### src/rtl/shift_arbiter.sv
`default_nettype none
// ============================================================================
// Module      : shift_arbiter
// Description : Round-robin arbiter that shares one right shifter (logical or
//               arithmetic) between two valid/ready requesters. Each granted
//               result lands in a single registered output slot, tagged with
//               the ID of the requester that won.
//               Optional macro SHIFT_ARB_STATS_EN adds two 16-bit saturating
//               per-requester grant counters (grant_cnt0 / grant_cnt1).
// Revision    : 1.0 - initial release
// ============================================================================
module shift_arbiter #(
  parameter int WIDTH = 8,
  parameter int SHW   = 3
) (
  input  logic             clk,
  input  logic             rst_n,
  input  logic             req0_valid,
  output logic             req0_ready,
  input  logic [WIDTH-1:0] req0_data,
  input  logic [SHW-1:0]   req0_shift,
  input  logic             req0_mode,
  input  logic             req1_valid,
  output logic             req1_ready,
  input  logic [WIDTH-1:0] req1_data,
  input  logic [SHW-1:0]   req1_shift,
  input  logic             req1_mode,
  output logic             out_valid,
  input  logic             out_ready,
  output logic [WIDTH-1:0] out_data,
  output logic             out_id
`ifdef SHIFT_ARB_STATS_EN
  ,
  output logic [15:0]      grant_cnt0,
  output logic [15:0]      grant_cnt1
`endif
);

  // Output slot and round-robin pointer
  logic             out_valid_q, out_valid_d;
  logic [WIDTH-1:0] out_data_q,  out_data_d;
  logic             out_id_q,    out_id_d;
  logic             prio_q,      prio_d;

  // Arbitration and datapath intermediates
  logic                    w_slot_free;
  logic                    w_gnt0;
  logic                    w_gnt1;
  logic                    w_grant;
  logic                    w_win_id;
  logic [WIDTH-1:0]        w_win_data;
  logic [SHW-1:0]          w_win_shift;
  logic                    w_win_mode;
  logic signed [WIDTH-1:0] w_sdata;
  logic signed [WIDTH-1:0] w_ashr;
  logic [WIDTH-1:0]        w_lshr;
  logic [WIDTH-1:0]        w_shift_res;

  // Arbitration: the slot must be free, a lone valid wins, a contest goes to prio.
  // Readys are forced low while reset is held so no grant is advertised then.
  always_comb begin
    w_slot_free = ~out_valid_q | out_ready;
    w_gnt0      = rst_n & w_slot_free & req0_valid & (~req1_valid | ~prio_q);
    w_gnt1      = rst_n & w_slot_free & req1_valid & (~req0_valid |  prio_q);
    w_grant     = w_gnt0 | w_gnt1;
    w_win_id    = w_gnt1;
  end

  assign req0_ready = w_gnt0;
  assign req1_ready = w_gnt1;

  // Shift datapath on the winner's operand. The two shifts are kept in
  // separate statements so the arithmetic one stays in a signed context;
  // >>> on a signed value sign-fills even when the amount reaches WIDTH,
  // and >> zero-fills, which covers the oversized-shift cases directly.
  always_comb begin
    w_win_data  = w_win_id ? req1_data  : req0_data;
    w_win_shift = w_win_id ? req1_shift : req0_shift;
    w_win_mode  = w_win_id ? req1_mode  : req0_mode;
    w_sdata     = w_win_data;
    w_ashr      = w_sdata >>> w_win_shift;
    w_lshr      = w_win_data >> w_win_shift;
    w_shift_res = w_win_mode ? w_ashr : w_lshr;
  end

  // Next-state for the output slot and the priority pointer
  always_comb begin
    out_valid_d = out_valid_q;
    out_data_d  = out_data_q;
    out_id_d    = out_id_q;
    prio_d      = prio_q;
    if (w_grant) begin
      out_valid_d = 1'b1;
      out_data_d  = w_shift_res;
      out_id_d    = w_win_id;
      prio_d      = ~w_win_id;
    end else if (out_ready) begin
      out_valid_d = 1'b0;
    end
  end

  // Output slot and priority registers
  always_ff @(posedge clk or negedge rst_n) begin
    if (!rst_n) begin
      out_valid_q <= 1'b0;
      out_data_q  <= '0;
      out_id_q    <= 1'b0;
      prio_q      <= 1'b0;
    end else begin
      out_valid_q <= out_valid_d;
      out_data_q  <= out_data_d;
      out_id_q    <= out_id_d;
      prio_q      <= prio_d;
    end
  end

  assign out_valid = out_valid_q;
  assign out_data  = out_data_q;
  assign out_id    = out_id_q;

`ifdef SHIFT_ARB_STATS_EN
  logic [15:0] cnt0_q, cnt0_d;
  logic [15:0] cnt1_q, cnt1_d;

  // Saturating grant counters, one per requester
  always_comb begin
    cnt0_d = cnt0_q;
    cnt1_d = cnt1_q;
    if (w_gnt0 && (cnt0_q != 16'hFFFF)) begin
      cnt0_d = cnt0_q + 16'd1;
    end
    if (w_gnt1 && (cnt1_q != 16'hFFFF)) begin
      cnt1_d = cnt1_q + 16'd1;
    end
  end

  // Grant counter registers
  always_ff @(posedge clk or negedge rst_n) begin
    if (!rst_n) begin
      cnt0_q <= 16'd0;
      cnt1_q <= 16'd0;
    end else begin
      cnt0_q <= cnt0_d;
      cnt1_q <= cnt1_d;
    end
  end

  assign grant_cnt0 = cnt0_q;
  assign grant_cnt1 = cnt1_q;
`endif

endmodule
`default_nettype wire

### config.mk
export PLATFORM = sky130hd
export DESIGN_NAME = shift_arbiter
export DESIGN_NICKNAME = d
export VERILOG_FILES = /design/src/rtl/shift_arbiter.sv
export SDC_FILE = /design/constraint.sdc
export NUM_CORES = 1
export LEC_CHECK = 0
export ABC_AREA = 0
export BUFFER_PORTS_ARGS = -buffer_cell sky130_fd_sc_hd__buf_2
export CORE_ASPECT_RATIO = 1.1
export CORE_MARGIN = 10
export CORE_UTILIZATION = 40
export CTS_CLUSTER_SIZE = 16
export DETAILED_ROUTE_END_ITERATION = 12
export PLACE_DENSITY = 0.67
export SLEW_MARGIN = 20
export SYNTH_ARGS = -nofsm -noshare
export SYNTH_HDL_FRONTEND = slang
export SYNTH_SLANG_ARGS = --single-unit
export TNS_END_PERCENT = 50
### constraint.sdc
create_clock -name clk -period 1.7 [get_ports clk]
set_input_delay 0.17 -clock clk [delete_from_list [all_inputs] [get_ports clk]]
set_output_delay 0.17 -clock clk [all_outputs]
set_load 0.01 [all_outputs]
[After elaboration in Yosys (flattened, before gate mapping)]
Index checks and enable logic that the tools add are counted.
Storage, ports and cells
  logic and storage cells: 27
  bits of input ports: 29
  register bits: 11
Cells by class
  multiplexer cells: 6
  bitwise operators: 14
  reductions and logical operators: 1
  shift operators: 2
Operators by type and width (count)
  $mux 8: 2
  $shr 8x3->8: 1
  $sshr 8x3->8: 1
  $and 1x1->1: 5
  $not 1->1: 5
  $or 1x1->1: 4
  $mux 1: 3
  $mux 3: 1
  $reduce_bool 2->1: 1

[Logic depth before layout (Yosys ltp)]
  depth in word-level cells: 8
  mapped depth: 6

[Worst setup path after synthesis]
Ideal clock, no wire load.
  path type: reg-to-reg
  start point: register prio_q
  end point: register out_data_q[2] (netlist: out_data[2])
  path slack: 179 ps
  data arrival time: 1384 ps
  period minus slack after synthesis: 1521 ps
  data required time: 1563 ps
  stages on the path, launching flop included: 5
  cells stage by stage: dfrtp_1 o2111ai_4 mux2i_1 mux2i_1 o21ai_1
Between the ends
  word-level cells in the longest chain between the ends: 5
RTL lines
  start: declaration: RTL line 43  | logic prio_q, prio_d;
  start signal: assignment: RTL line 113  | prio_q <= prio_d;
  $or 1x1->1: RTL line 64  | w_gnt1 = rst_n & w_slot_free & req1_valid & (~req0_valid | prio_q);
  $and 1x1->1: RTL line 64
  $mux 8 or $mux 3 (tied branches): RTL line 77, 78
  $shr 8x3->8 or $sshr 8x3->8 (tied branches): RTL line 82, 81
  $mux 8: RTL line 83  | w_shift_res = w_win_mode ? w_ashr : w_lshr;
  end signal: assignment: RTL line 111  | out_data_q <= out_data_d;
  end: declaration: RTL line 41  | logic [WIDTH-1:0] out_data_q, out_data_d;
Parallel ways exist; a longest one is shown, timed or not.
A chain may end at the register's enable or synchronous reset.

[Worst setup path after layout]
  start point: input port rst_n
  end point: register out_data_q[5] (netlist: out_data[5])
Between the ends
  word-level cells in the longest chain between the ends: 6
RTL lines
  start: declaration: RTL line 17  | input logic rst_n,
  $and 1x1->1 (*): RTL line 63, 64
  $and 1x1->1 (2 in a row): RTL line 64
  $mux 8 or $mux 3 (tied branches): RTL line 77, 78
  $shr 8x3->8 or $sshr 8x3->8 (tied branches): RTL line 82, 81
  $mux 8: RTL line 83
Every way passes the cells marked *; elsewhere a longest branch is shown, timed or not.

==> summary.txt <==
Outcome = complete, no violations
Routability Congestion = 0.855
Sequential share of power = 37.8%
Slowest cell on crit path = dlygate4sd3_1
Die area = 0.00531 mm²
CTS sink count = 11
Synth unique cells = 40
Final wirelength = 3030 µm
Detail Route Antenna Nets = 0
Net Switching = 329 µW
Final Hold Fails = 0
Final period util = 91.7%
R2r startpoint = prio_q
Post-Synth XOR/XNOR Area = 0%
Share of layout cells above drive strength 1 = 41.4%
Antenna violations before repair = 0
Clock root buffer = clkbuf_4
Delay of the slowest critical-path stage = 0.53 ns
Die height = 75.4 µm
Req. time, crit path = 1.89 ns
Crit. path cell count = 7
Routed vias = 1084
Min Clock Period, post-route = 1.56 ns
Final Slew Violations = 0
Reg2reg path depth = 5
Pwr dens = 663 mW/mm²
Cell area after synthesis = 0.00112 mm²
Combinational share of power = 43.4%
Register area share after synthesis = 24.7%
CP Launch Type = input port
Port bufs = 40
Starting DRT DRC Count = 46
Top Ports = 41
Fin Hold WS = 0.210 ns
Worst Path Arrival = 1.75 ns
Starting Density = 40.9%
Layout area overhead = 25.9%
Post-Synth Adder-Cell Area = 0%
CTS max path bufs = 2
Reg clk slew, reported paths = 0.07 ns
Worst rel slew slack = 65.6%
Peak Freq = 0.642 GHz
Floorplan row count = 20
Skew-Pair Late Insertion Delay = 0.27 ns
Core Region = 0.00273 mm²
CP top delay family = buffers and inverters
Multiplexer area fraction after synthesis = 32.8%
First-pass GRT wire length = 5110 µm
Fraction of the mapped netlist area in compound gates = 20.6%
Setup Skew = 0.00439 ns
Pin count of the biggest net entering global routing = 12
H-Tree Depth = 1
DR WL/cell = 16.0 µm
Core Util, Final = 51.5%
P_int = 602 µW
Post-synthesis register bit count = 11
DP Wirelength = 2590 µm
Die W = 70.4 µm
Critical Path End Type = register
Largest family of logic cells by synthesized area = multiplexers
Worst setup path startpoint = rst_n
Worst path cell trace = dlygate4sd3_1 > buf_4 > o2111ai_4 > buf_6 > a2111oi_2 > a31oi_1 > a21oi_1
Syn Area/Cell = 9.96 µm²
Crit path buf inv count = 3
Maxcap violations = 0
Switching Share = 35.3%
Fill cells = 280
Synth warn = 0
TritonCTS buffer count = 3
HP Class = input port to register
Final #Nets = 187
Leak Pwr = 0.000676 µW
1st-pass router iterations = 4
GR Overflow Total = 0
Number of global-route vias before repair = 1149
RSZ-0062 raised after global routing = false
Vias per cell = 5.71
Peak supply drop = 0.000334 V
Mapped Cells = 112
Critical path type = input port to register
Post-Synth Simple-Gate Area = 15.6%
Antenna fix cells = 0
Final TNS setup = 0 ns
Hold Crit Start = out_ready
Final setup viols = 0
Clk pwr share = 18.8%
TritonCTS clock tree = built
CP Max Fanout = 8
Total power = 931 µW
Global-route usage over all layers = 11.5%
DRC violations left = 0
Hold path cells = 3
Syn nets = 141
Measured slew at the worst slew-check pin = 0.513 ns
==> per-stage QoR <==
step,cell area (µm²),setup slack [ns],std cells
2_1_floorplan,1120,0.179,112
3_3_place_gp,1360,0.167,185
3_5_place_dp,1360,0.102,185
4_1_cts,1400,0.0281,190
5_1_grt,1410,0.0277,190
6_report,1410,0.142,190
==> power groups by stage <==
stage	clock [µW]	sequential [µW]	combinational [µW]
after floorplan	0	380	215
after global placement	0	355	392
after detailed placement	0	359	401
after CTS	181	354	405
after global routing	201	359	448
final	175	352	404
==> area by class of cell <==
type,instances,area [µm²],area share [%]
Clock buffer,4,26.3,1.87
Inverter,5,18.8,1.34
Multi-Input combinational cell,89,774,55.1
Sequential cell,11,275,19.6
Tap cell,33,41.3,2.94
Timing Repair Buffer,48,269,19.1
==> logic make-up (layout without fill, tap and decap cells) <==
kind of cell    Yosys count  after routing
simple gates             36             36
mux                      24             24
buf+inv                  12             57
compound gates           29             29
flops                    11             11
==> per-layer routing <==
| metal | global-route usage, % | vias to the layer above | share of wire [%] |
|---|---|---|---|
| li1 | - | 526 | - |
| met1 | 12.1 | 514 | 41 |
| met2 | 21.4 | 37 | 50 |
| met3 | 2.99 | 7 | 7.1 |
| met4 | 5.26 | 0 | 2.5 |
| met5 | 0 | - | 0 |
==> state kept, by name, summed over array words and instances, names as in the netlist <==
name	cells
out_id	1
prio_q	1
out_data	8
out_valid	1
==> timing repair <==
action | in CTS | in global routing
setup buffers | 0 | 0
resized for setup | 0 | 4
hold buffers | 1 | 0
endpoints found under the hold margin | 11 | 0
endpoints found under the setup margin | 0 | 6
==> synth_stat cells, drive strengths merged <==
cell type	count	area share, %
a21oi	6	2.7
and2	1	0.56
o221ai	1	0.78
a211oi	1	0.67
o2111ai	2	3.1
nand2	10	3.4
o21ai	5	2.2
a22oi	2	1.3
o21a	1	0.67
mux2i	10	9.0
inv	5	1.7
dfrtp	11	25
a221oi	1	0.78
mux4	8	18
and3b	1	0.78
nand2b	4	2.5
nor3	2	0.90
buf	6	4.3
nor2b	2	1.1
o41ai	1	1.5
mux2	6	6.1
o311ai	1	0.78
clkbuf	1	0.34
nor2	9	3.0
nand4	1	0.56
o211ai	2	1.3
a31o	1	0.78
and3	1	0.56
o211a	1	0.90
a2111oi	1	1.3
a31oi	3	1.7
nand3	5	2.2
==> cells in the final DEF (no fill, tap or decap), drive strengths merged, types with 2 or more instances in the layout <==
| master | Yosys | routed |
|---|---|---|
| nand3 | 5 | 5 |
| buf | 6 | 47 |
| nor3 | 2 | 2 |
| nor2b | 2 | 2 |
| mux2i | 10 | 10 |
| a31oi | 3 | 3 |
| clkbuf | 1 | 4 |
| o21ai | 5 | 5 |
| o211ai | 2 | 2 |
| a21oi | 6 | 6 |
| nor2 | 9 | 9 |
| nand2 | 10 | 10 |
| dfrtp | 11 | 11 |
| mux2 | 6 | 6 |
| nand2b | 4 | 4 |
| mux4 | 8 | 8 |
| a22oi | 2 | 2 |
| o2111ai | 2 | 2 |
| inv | 5 | 5 |
==> path summary, 6_finish.rpt <==
path                                    end  slack [ns]
worst max-delay path            out_data[5]        0.14
worst min-delay path              out_valid        0.21
worst max register to register  out_data[4]        0.22
worst min register to register       out_id        0.47
max in group asynchronous       out_data[3]        1.15
min in group asynchronous       out_data[2]        0.25
==> worst reg2reg max path: cells and delay by family (launching register included) <==
kind                   cells  cell delay, ns
and+or+nand+nor            1            0.14
muxes                      1            0.25
buffers and inverters      1            0.18
DFF                        1            0.43
AOI/OAI and AO/OA          2            0.37
Note: power is estimated with default switching activity, not from simulation.
